**config.mk**
```make
export PLATFORM = sky130hd
export DESIGN_NAME = sipo_deser_nreg
export DESIGN_NICKNAME = d
export VERILOG_FILES = /design/src/rtl/sipo_deser_nreg_pkg.sv /design/src/rtl/sipo_deser_nreg_shift_core.sv /design/src/rtl/sipo_deser_nreg.sv
export SDC_FILE = /design/constraint.sdc
export NUM_CORES = 1
export LEC_CHECK = 0
export CAP_MARGIN = 20
export CORE_MARGIN = 8
export CORE_UTILIZATION = 30
export CTS_CLUSTER_DIAMETER = 60
export DETAILED_ROUTE_END_ITERATION = 12
export PLACE_DENSITY = 0.59
export SYNTH_ARGS = -nofsm -noshare
export SYNTH_HDL_FRONTEND = slang
export SYNTH_SLANG_ARGS = --single-unit
```
**constraint.sdc**
```tcl
create_clock -name clk -period 4.06 [get_ports clk]
set_input_delay 0.406 -clock clk [delete_from_list [all_inputs] [get_ports clk]]
set_output_delay 0.406 -clock clk [all_outputs]
set_load 0.01 [all_outputs]
```
**src/rtl/sipo_deser_nreg_pkg.sv**
```systemverilog
// ---------------------------------------------------------------------------
// sipo_pkg
// Shared types for the serial-to-parallel receiver (sipo_deser_nreg).
//   sipo_state_t : receiver FSM state. IDLE waits for a start-of-frame bit.
//                  SHIFT collects the remaining bits of a word.
// ---------------------------------------------------------------------------
package sipo_pkg;

  typedef enum logic {
    IDLE  = 1'b0,
    SHIFT = 1'b1
  } sipo_state_t;

endpackage

```
**src/rtl/sipo_deser_nreg_shift_core.sv**
```systemverilog
// ---------------------------------------------------------------------------
// sipo_shift_core
// Shift register plus bit counter for the serial receiver.
// The top-level FSM decides when a bit is taken. This block only moves data.
// Ports:
//   clk, rst  : clock and asynchronous active-low reset
//   sin       : serial data bit
//   shift_en  : take sin on this edge
//   restart   : the bit being taken is bit 0 of a fresh frame.
//               Any partial word is discarded.
//   word      : the assembled word including the bit currently on sin.
//               This is the value the holding register loads on completion.
//   last_bit  : the counter says the next accepted bit is the Nth one
//   cnt       : number of bits collected in the current frame (0..N-1)
// ---------------------------------------------------------------------------
module sipo_shift_core
  import sipo_pkg::*;
#(
  parameter int N         = 4,
  parameter bit MSB_FIRST = 1'b1
) (
  input  logic                     clk,
  input  logic                     rst,
  input  logic                     sin,
  input  logic                     shift_en,
  input  logic                     restart,
  output logic [N-1:0]             word,
  output logic                     last_bit,
  output logic [$clog2(N+1)-1:0]   cnt
);

  localparam int CW = $clog2(N+1);

  logic [N-1:0]  sreg_q, sreg_d;
  logic [N-1:0]  base;
  logic [N-1:0]  shifted;
  logic [CW-1:0] cnt_q, cnt_d;

  // A restart shifts into an all-zero register.
  // The first bit of the new frame therefore always lands in a clean word.
  always_comb begin
    base = restart ? '0 : sreg_q;
    if (MSB_FIRST) begin
      shifted = {base[N-2:0], sin};
    end else begin
      shifted = {sin, base[N-1:1]};
    end
  end

  assign word     = shifted;
  assign last_bit = (cnt_q == CW'(N-1));
  assign cnt      = cnt_q;

  // The counter never passes N-1.
  // On the Nth bit, the word leaves through 'word' and the register is cleared for the next frame.
  always_comb begin
    sreg_d = sreg_q;
    cnt_d  = cnt_q;
    if (shift_en) begin
      if (restart) begin
        sreg_d = shifted;
        cnt_d  = CW'(1);
      end else if (last_bit) begin
        sreg_d = '0;
        cnt_d  = '0;
      end else begin
        sreg_d = shifted;
        cnt_d  = cnt_q + CW'(1);
      end
    end
  end

  always_ff @(posedge clk or negedge rst) begin
    if (!rst) begin
      sreg_q <= '0;
      cnt_q  <= '0;
    end else begin
      sreg_q <= sreg_d;
      cnt_q  <= cnt_d;
    end
  end

endmodule

```
**src/rtl/sipo_deser_nreg.sv**
```systemverilog
// ---------------------------------------------------------------------------
// sipo_deser_nreg
// Double-buffered serial-to-parallel receiver.
// It collects an N-bit word, one bit per sin_valid strobe.
// It presents the word on dout with a valid/ready handshake.
// The next frame shifts in while the previous word waits for the consumer.
// Ports:
//   clk, rst    : clock and asynchronous active-low reset
//   sin         : serial data bit
//   sin_valid   : sin is sampled on this edge
//   sof         : marks the first bit of a word (qualified by sin_valid)
//   dout_ready  : consumer accepts dout when dout_valid & dout_ready
//   dout        : holding register with the last received word
//   dout_valid  : dout holds an unconsumed word
//   busy        : a frame is in progress
//   bit_cnt     : bits collected in the current frame
//   overrun     : sticky, a completed word was dropped because dout was full
//   frame_err   : sticky, sof arrived mid-frame
//   clr_err     : synchronous clear of the sticky flags
// ---------------------------------------------------------------------------
module sipo_deser_nreg
  import sipo_pkg::*;
#(
  parameter int N         = 4,
  parameter bit MSB_FIRST = 1'b1
) (
  input  logic                     clk,
  input  logic                     rst,
  input  logic                     sin,
  input  logic                     sin_valid,
  input  logic                     sof,
  input  logic                     dout_ready,
  input  logic                     clr_err,
  output logic [N-1:0]             dout,
  output logic                     dout_valid,
  output logic                     busy,
  output logic [$clog2(N+1)-1:0]   bit_cnt,
  output logic                     overrun,
  output logic                     frame_err
);

  if (N < 2) begin : gBadWidth
    $error("sipo_deser_nreg: N must be at least 2");
  end

  sipo_state_t   state_q, state_d;
  logic [N-1:0]  dout_q, dout_d;
  logic          doutValid_q, doutValid_d;
  logic          overrun_q, overrun_d;
  logic          frameErr_q, frameErr_d;

  logic          inShift;
  logic          shiftEn;
  logic          complete;
  logic          frameErrEvt;
  logic          overrunEvt;
  logic [N-1:0]  coreWord;
  logic          coreLast;

  // A sof outside a frame starts one.
  // A sof inside a frame restarts it.
  // Plain strobes only count while a frame is open.
  assign inShift     = (state_q == SHIFT);
  assign shiftEn     = sin_valid & (inShift | sof);
  assign complete    = sin_valid & inShift & ~sof & coreLast;
  assign frameErrEvt = sin_valid & sof & inShift;
  assign overrunEvt  = complete & doutValid_q & ~dout_ready;

  sipo_shift_core #(
    .N         (N),
    .MSB_FIRST (MSB_FIRST)
  ) uCore (
    .clk      (clk),
    .rst      (rst),
    .sin      (sin),
    .shift_en (shiftEn),
    .restart  (sof),
    .word     (coreWord),
    .last_bit (coreLast),
    .cnt      (bit_cnt)
  );

  // The FSM only tracks whether a frame is open.
  // A restart inside SHIFT keeps it in SHIFT.
  always_comb begin
    state_d = state_q;
    case (state_q)
      IDLE:    if (sin_valid && sof) state_d = SHIFT;
      SHIFT:   if (complete)         state_d = IDLE;
      default: state_d = IDLE;
    endcase
  end

  // The holding register loads a finished word only if it is empty or being emptied on this edge.
  // Otherwise the new word is dropped and dout keeps the unconsumed one.
  always_comb begin
    dout_d      = dout_q;
    doutValid_d = doutValid_q;
    if (complete && (!doutValid_q || dout_ready)) begin
      dout_d      = coreWord;
      doutValid_d = 1'b1;
    end else if (doutValid_q && dout_ready) begin
      doutValid_d = 1'b0;
    end
  end

  // In the sticky flags, a new error event beats a simultaneous clear.
  always_comb begin
    overrun_d  = overrun_q;
    frameErr_d = frameErr_q;
    if (clr_err) begin
      overrun_d  = 1'b0;
      frameErr_d = 1'b0;
    end
    if (overrunEvt)  overrun_d  = 1'b1;
    if (frameErrEvt) frameErr_d = 1'b1;
  end

  always_ff @(posedge clk or negedge rst) begin
    if (!rst) begin
      state_q     <= IDLE;
      dout_q      <= '0;
      doutValid_q <= 1'b0;
      overrun_q   <= 1'b0;
      frameErr_q  <= 1'b0;
    end else begin
      state_q     <= state_d;
      dout_q      <= dout_d;
      doutValid_q <= doutValid_d;
      overrun_q   <= overrun_d;
      frameErr_q  <= frameErr_d;
    end
  end

  assign dout       = dout_q;
  assign dout_valid = doutValid_q;
  assign busy       = inShift;
  assign overrun    = overrun_q;
  assign frame_err  = frameErr_q;

endmodule
```
==> impl_metrics.toml, run 1 <==
[global_route]
grt_pass1_wl_um = 2480
grt_use_total_pct = 7.94
grt_max_degree = 16
grt_pass1_vias = 506
antenna_found_initial = 0
grt_overflow_total = 0

[detailed_routing]
num_vias = 512
post_drt_via_cell_ratio = 4.88
wirelength_um = 1360
wl_per_cell_um = 13.0
final_antenna_net_count = 0
drc = 0
initialDrtViolationCount = 4
dr.pass1.iters = 3

[pwr]
p_leak_nw = 0.377
p_per_area_nw_per_um2 = 489
peakVddDrop_mv = 0.258
power_mw = 0.426

[place]
place_ws_ps = 1920
dp_cells = 101
io_buffers = 17
place.gp.congestion = 0.718
place_hpwl_um = 1020
placed_area_um2 = 836

[clocking]
cts.sinks = 14
cts-root-buf = "clkbuf_4"
cts_setup_buffers = 0
cts_resized = 0
cts_max_level = 1
clock_latency_ps = 290
path_clk_slew_ps = 90
clk_path_buf_depth = 2
ctsHoldBuffers = 0
cts_buffers = 3
cts_tree = "yes"

[setup_path]
cp.arrival_ps = 1460
critPathLaunch = "busy$_DFF_PN0_"
critPathLaunchType = "register"
crit_chain = "clkdlybuf4s50_1"
rr_startpoint = "uCore.cnt[0]$_DFFE_PN0P_"
critPathMaxFanout = 11
crit_buf_inv = 1
r2r_slack_ps = 2390
timing.critical_path.slowest_stage_cell = "clkdlybuf4s50_1"
end_kind = "primary output"
slowest_delay_ps = 610
worstPathRequired_ps = 3650
crit_end = "busy"
crit_type = "reg -> out"
crit_family = "buffers and inverters"
reg2reg_depth = 4
worstReg2RegEnd = "dout[1]$_DFFE_PN0P_"
crit_cells = 1

[final_layout]
final_layout_size_suffix_gt1_share_pct = 15.4
stdcell_count = 105
final_area_um2 = 872
diodes = 0
final_nets = 87
syn2layout_area_growth_pct = 35.3

[die]
rows = 16
io_pins = 18
initial_core_util_pct = 32.2
coreArea_um2 = 2000
die_width_um = 62.3
die_area_um2 = 3890
die_h_um = 62.3

[logic_synthesis]
synth_common_cells = "dfrtp_1, o21ai_0"
synthTopCellsByArea = "dfrtp_1, mux2_2, o21ai_0"
yosys.area.top_type = "dfrtp_1"
synth_edf_count = 0
syn_nets = 67
syn_avg_cell_area_um2 = 10.9
netlist_area_um2 = 644
synthArstFlopShare_pct = 100
ys_ff_latch = 14
synth_top_area_share_pct = 54.4
yosysMostFrequentCell = "dfrtp_1"
seq_area_frac_synth_pct = 54.4
yosysWarnings = 0
synthFlopType = "dfrtp_1"
syn_inst = 59
ys_types = 24

[job]
maxCapViolCount = 0

[timing]
skew_ps = 8.40
rsz0062_at_grt = "no"
finalCritPeriodShare_pct = 45.9
period_minus_slack_ps = 1860
setup_viol = 0
worstMarginPinSlew_ps = 614
fmax_mhz = 537
relSlewSlack_pct = 59.0
fin_ws_ps = 2200
slew_violations = 0
fin_tns_setup_ps = 0
hold_viol = 0

[run_status]
run_status = "finished, final reports clean"

[min_path]
min_path_type = "in -> async"
placed cells by master, fill, tap and decap left out:
cell / n
mux2_2: 4
nand2b_1: 1
o21ai_0: 7
nand2b_2: 1
ha_1: 1
dfrtp_1: 14
clkbuf_4: 3
o31ai_1: 1
nor2b_1: 4
o22ai_1: 1
nor4b_4: 1
nor2_1: 2
nand3_1: 1
o2bb2ai_1: 1
nand4_1: 1
a31oi_1: 2
nor3_1: 1
clkdlybuf4s50_1: 17
nand2_2: 1
clkbuf_8: 1
o21a_1: 1
inv_1: 4
or3_2: 1
nand2_1: 4
a21oi_1: 3
worst min path at each step:
stage,endpoint,slack [ps],depth (start not counted)
6_report,busy$_DFF_PN0_,500,1
5_1_grt,dout[0]$_DFFE_PN0P_,530,1
4_1_cts,overrun$_DFFE_PN0P_,520,1
3_5_place_dp,dout[3]$_DFFE_PN0P_,500,1
3_3_place_gp,uCore.cnt[2]$_DFFE_PN0P_,490,1
2_1_floorplan,busy$_DFF_PN0_,110,0
per-layer routing:
layer	vias up	global-route usage, %	routed length (um)
li1	248	-	-
met1	246	8.91	587
met2	14	11.6	631
met3	4	5.02	115
met4	0	3.42	28
met5	-	0	0
registers in the layout, summed over array words and instances (netlist names):
name,flops
dout_valid,1
uCore.cnt,3
busy,1
dout,4
overrun,1
uCore.sreg_q,3
frame_err,1
final cells by class:
| type | instances | area (um^2) |
|---|---|---|
| Fill cell | 197 | 1130 |
| Sequential cell | 14 | 350 |
| Multi-Input combinational cell | 39 | 267 |
| Timing Repair Buffer | 17 | 170 |
| Clock buffer | 4 | 36.3 |
| Tap cell | 27 | 33.8 |
| Inverter | 4 | 15.0 |
where the power goes:
part	internal (mW)	switching [mW]	leakage (nW)
registers	0.168	0.0257	0.181
clock network	0.0546	0.0451	0.0210
logic	0.0754	0.0580	0.176
total	0.298	0.129	0.377
cell families after synthesis:
logic type / Yosys count / share of synthesized area [%]
and+or+nand+nor: 18 / 18.1
adders and majority gates: 1 / 1.94
DFF: 14 / 54.4
muxes: 4 / 6.99
AOI/OAI and AO/OA: 16 / 14.4
buffers and inverters: 6 / 4.27
per-stage QoR:
stage	hold slack [ps]	util, %
after global placement	492	41.8
after global routing	532	43.6
after detailed placement	500	41.8
after CTS	516	43.6
after floorplan	110	-
final	497	43.6
Power figures use the tool's default switching activity.
==> run 2: changes to the inputs <==
Clock period 4.06 ns to 2 ns, I/O delays scaled along.
==> impl_metrics.toml, run 2 (synthesis results as in run 1) <==
[setup_path]
timing.critical_path.slowest_stage_cell = "dfrtp_1"
crit_chain = "ha_1 > nand2b_2 > nor4b_4 > mux2_2"
slowest_delay_ps = 410
r2r_slack_ps = 380
rr_startpoint = "uCore.cnt[0]$_DFFE_PN0P_"
crit_type = "reg -> reg"
worstPathRequired_ps = 2170
critPathLaunchType = "register"
end_kind = "register"
cp.arrival_ps = 1790
reg2reg_depth = 4
worstReg2RegEnd = "dout[0]$_DFFE_PN0P_"
critPathMaxFanout = 7

[timing]
finalCritPeriodShare_pct = 81.0
fmax_mhz = 617
setup_viol = 0
rsz0062_at_grt = "no"
skew_ps = 1.00
hold-worst-slack_ps = 311
fin_tns_setup_ps = 0
hold_viol = 0
slew_violations = 0
relSlewSlack_pct = 57.6
period_minus_slack_ps = 1620
worstMarginPinSlew_ps = 633

[job]
maxCapViolCount = 0

[detailed_routing]
initialDrtViolationCount = 14
met2_length_um = 580
post_drt_via_cell_ratio = 4.76
dr.max_layer_used = "met4"
drc = 0
num_vias = 509
wl_met1_um = 645
wl_per_cell_um = 12.7
final_antenna_net_count = 0
dr.pass1.iters = 4
wirelength_um = 1360
wl_met3_um = 114

[clocking]
ctsHoldBuffers = 0
clk_path_buf_depth = 2
cts_max_level = 1
cts_tree = "yes"
cts_buffers = 3
cts_resized = 0
cts_setup_buffers = 0
cts-root-buf = "clkbuf_4"
path_clk_slew_ps = 80
cts.sinks = 14
clock_latency_ps = 280

[die]
die_area_um2 = 3890
initial_core_util_pct = 32.2
die_width_um = 62.3
coreArea_um2 = 2000
die_h_um = 62.3
rows = 16
io_pins = 18

[global_route]
grt_max_degree = 15
grt_pass1_wl_um = 2320
antenna_found_initial = 0
grt_pass1_vias = 490
grt_overflow_total = 0
grt_use_total_pct = 7.43

[final_layout]
final_nets = 90
layout_common_cells = "clkdlybuf4s50_1, dfrtp_1, o21ai_0"
diodes = 0
layout_commonest_cell = "clkdlybuf4s50_1"
final_core_util_pct = 44.0
syn2layout_area_growth_pct = 36.7
final_layout_size_suffix_gt1_share_pct = 17.5
fillerInstances = 199
largest_reg_flops = 4

[run_status]
run_status = "finished, final reports clean"

[pwr]
peakVddDrop_mv = 0.472
p_per_area_nw_per_um2 = 938
p_leak_nw = 0.384
power_mw = 0.826

[min_path]
min_path_type = "in -> async"

[place]
place_hpwl_um = 1040
io_buffers = 17
place.gp.congestion = 0.805
## run 2: changes by cell type in the layout (fill, tap and decap cells not counted), sizes merged
cell and change:
clkbuf -1, buf +3
## run 2: metrics by stage
stage	cells	cell area [um^2]	setup slack (ps)
after floorplan	59	644	454
after global placement	104	858	324
after detailed placement	104	858	318
after CTS	107	881	348
after global routing	107	881	265
final	107	881	379
## run 2: power breakdown
group / total, mW / switching, mW / internal (mW)
Clock: 0.155 / 0.0856 / 0.0698
Sequential: 0.379 / 0.0389 / 0.340
Combinational: 0.291 / 0.129 / 0.163
Total: 0.826 / 0.253 / 0.573
## run 2: metal layers
layer | vias up | GRT usage, %
li1 | 255 | -
met1 | 231 | 9.34
met2 | 18 | 9.83
met3 | 5 | 4.84
met4 | 0 | 2.56
met5 | - | 0
## run 2: cell type report
type                    count  area [um^2]  area share (%)
inverters                   4         15.0            1.70
well taps                  27         33.8            3.84
repair buffers             20          193            21.9
flip-flops and latches     14          350            39.8
multi-input cells          39          267            30.3
clock buffers               3         22.5            2.56
## run 2: worst max path at each step
| stage | from | end | slack, ps |
|---|---|---|---|
| 2_1_floorplan | uCore.cnt[0]$_DFFE_PN0P_ | dout[0]$_DFFE_PN0P_ | 450 |
| 5_1_grt | uCore.cnt[0]$_DFFE_PN0P_ | dout[1]$_DFFE_PN0P_ | 260 |
| 3_3_place_gp | sin_valid | dout[0]$_DFFE_PN0P_ | 320 |
| 3_5_place_dp | sin_valid | dout[1]$_DFFE_PN0P_ | 320 |
| 6_report | uCore.cnt[0]$_DFFE_PN0P_ | dout[0]$_DFFE_PN0P_ | 380 |
| 4_1_cts | uCore.cnt[0]$_DFFE_PN0P_ | dout[2]$_DFFE_PN0P_ | 350 |
## run 2: worst max-delay path, delay by kind of cell (launching register included)
family,cells,cell delay (ps)
adders and majority gates,1,210
and+or+nand+nor,2,520
muxes,1,380
DFF,1,410
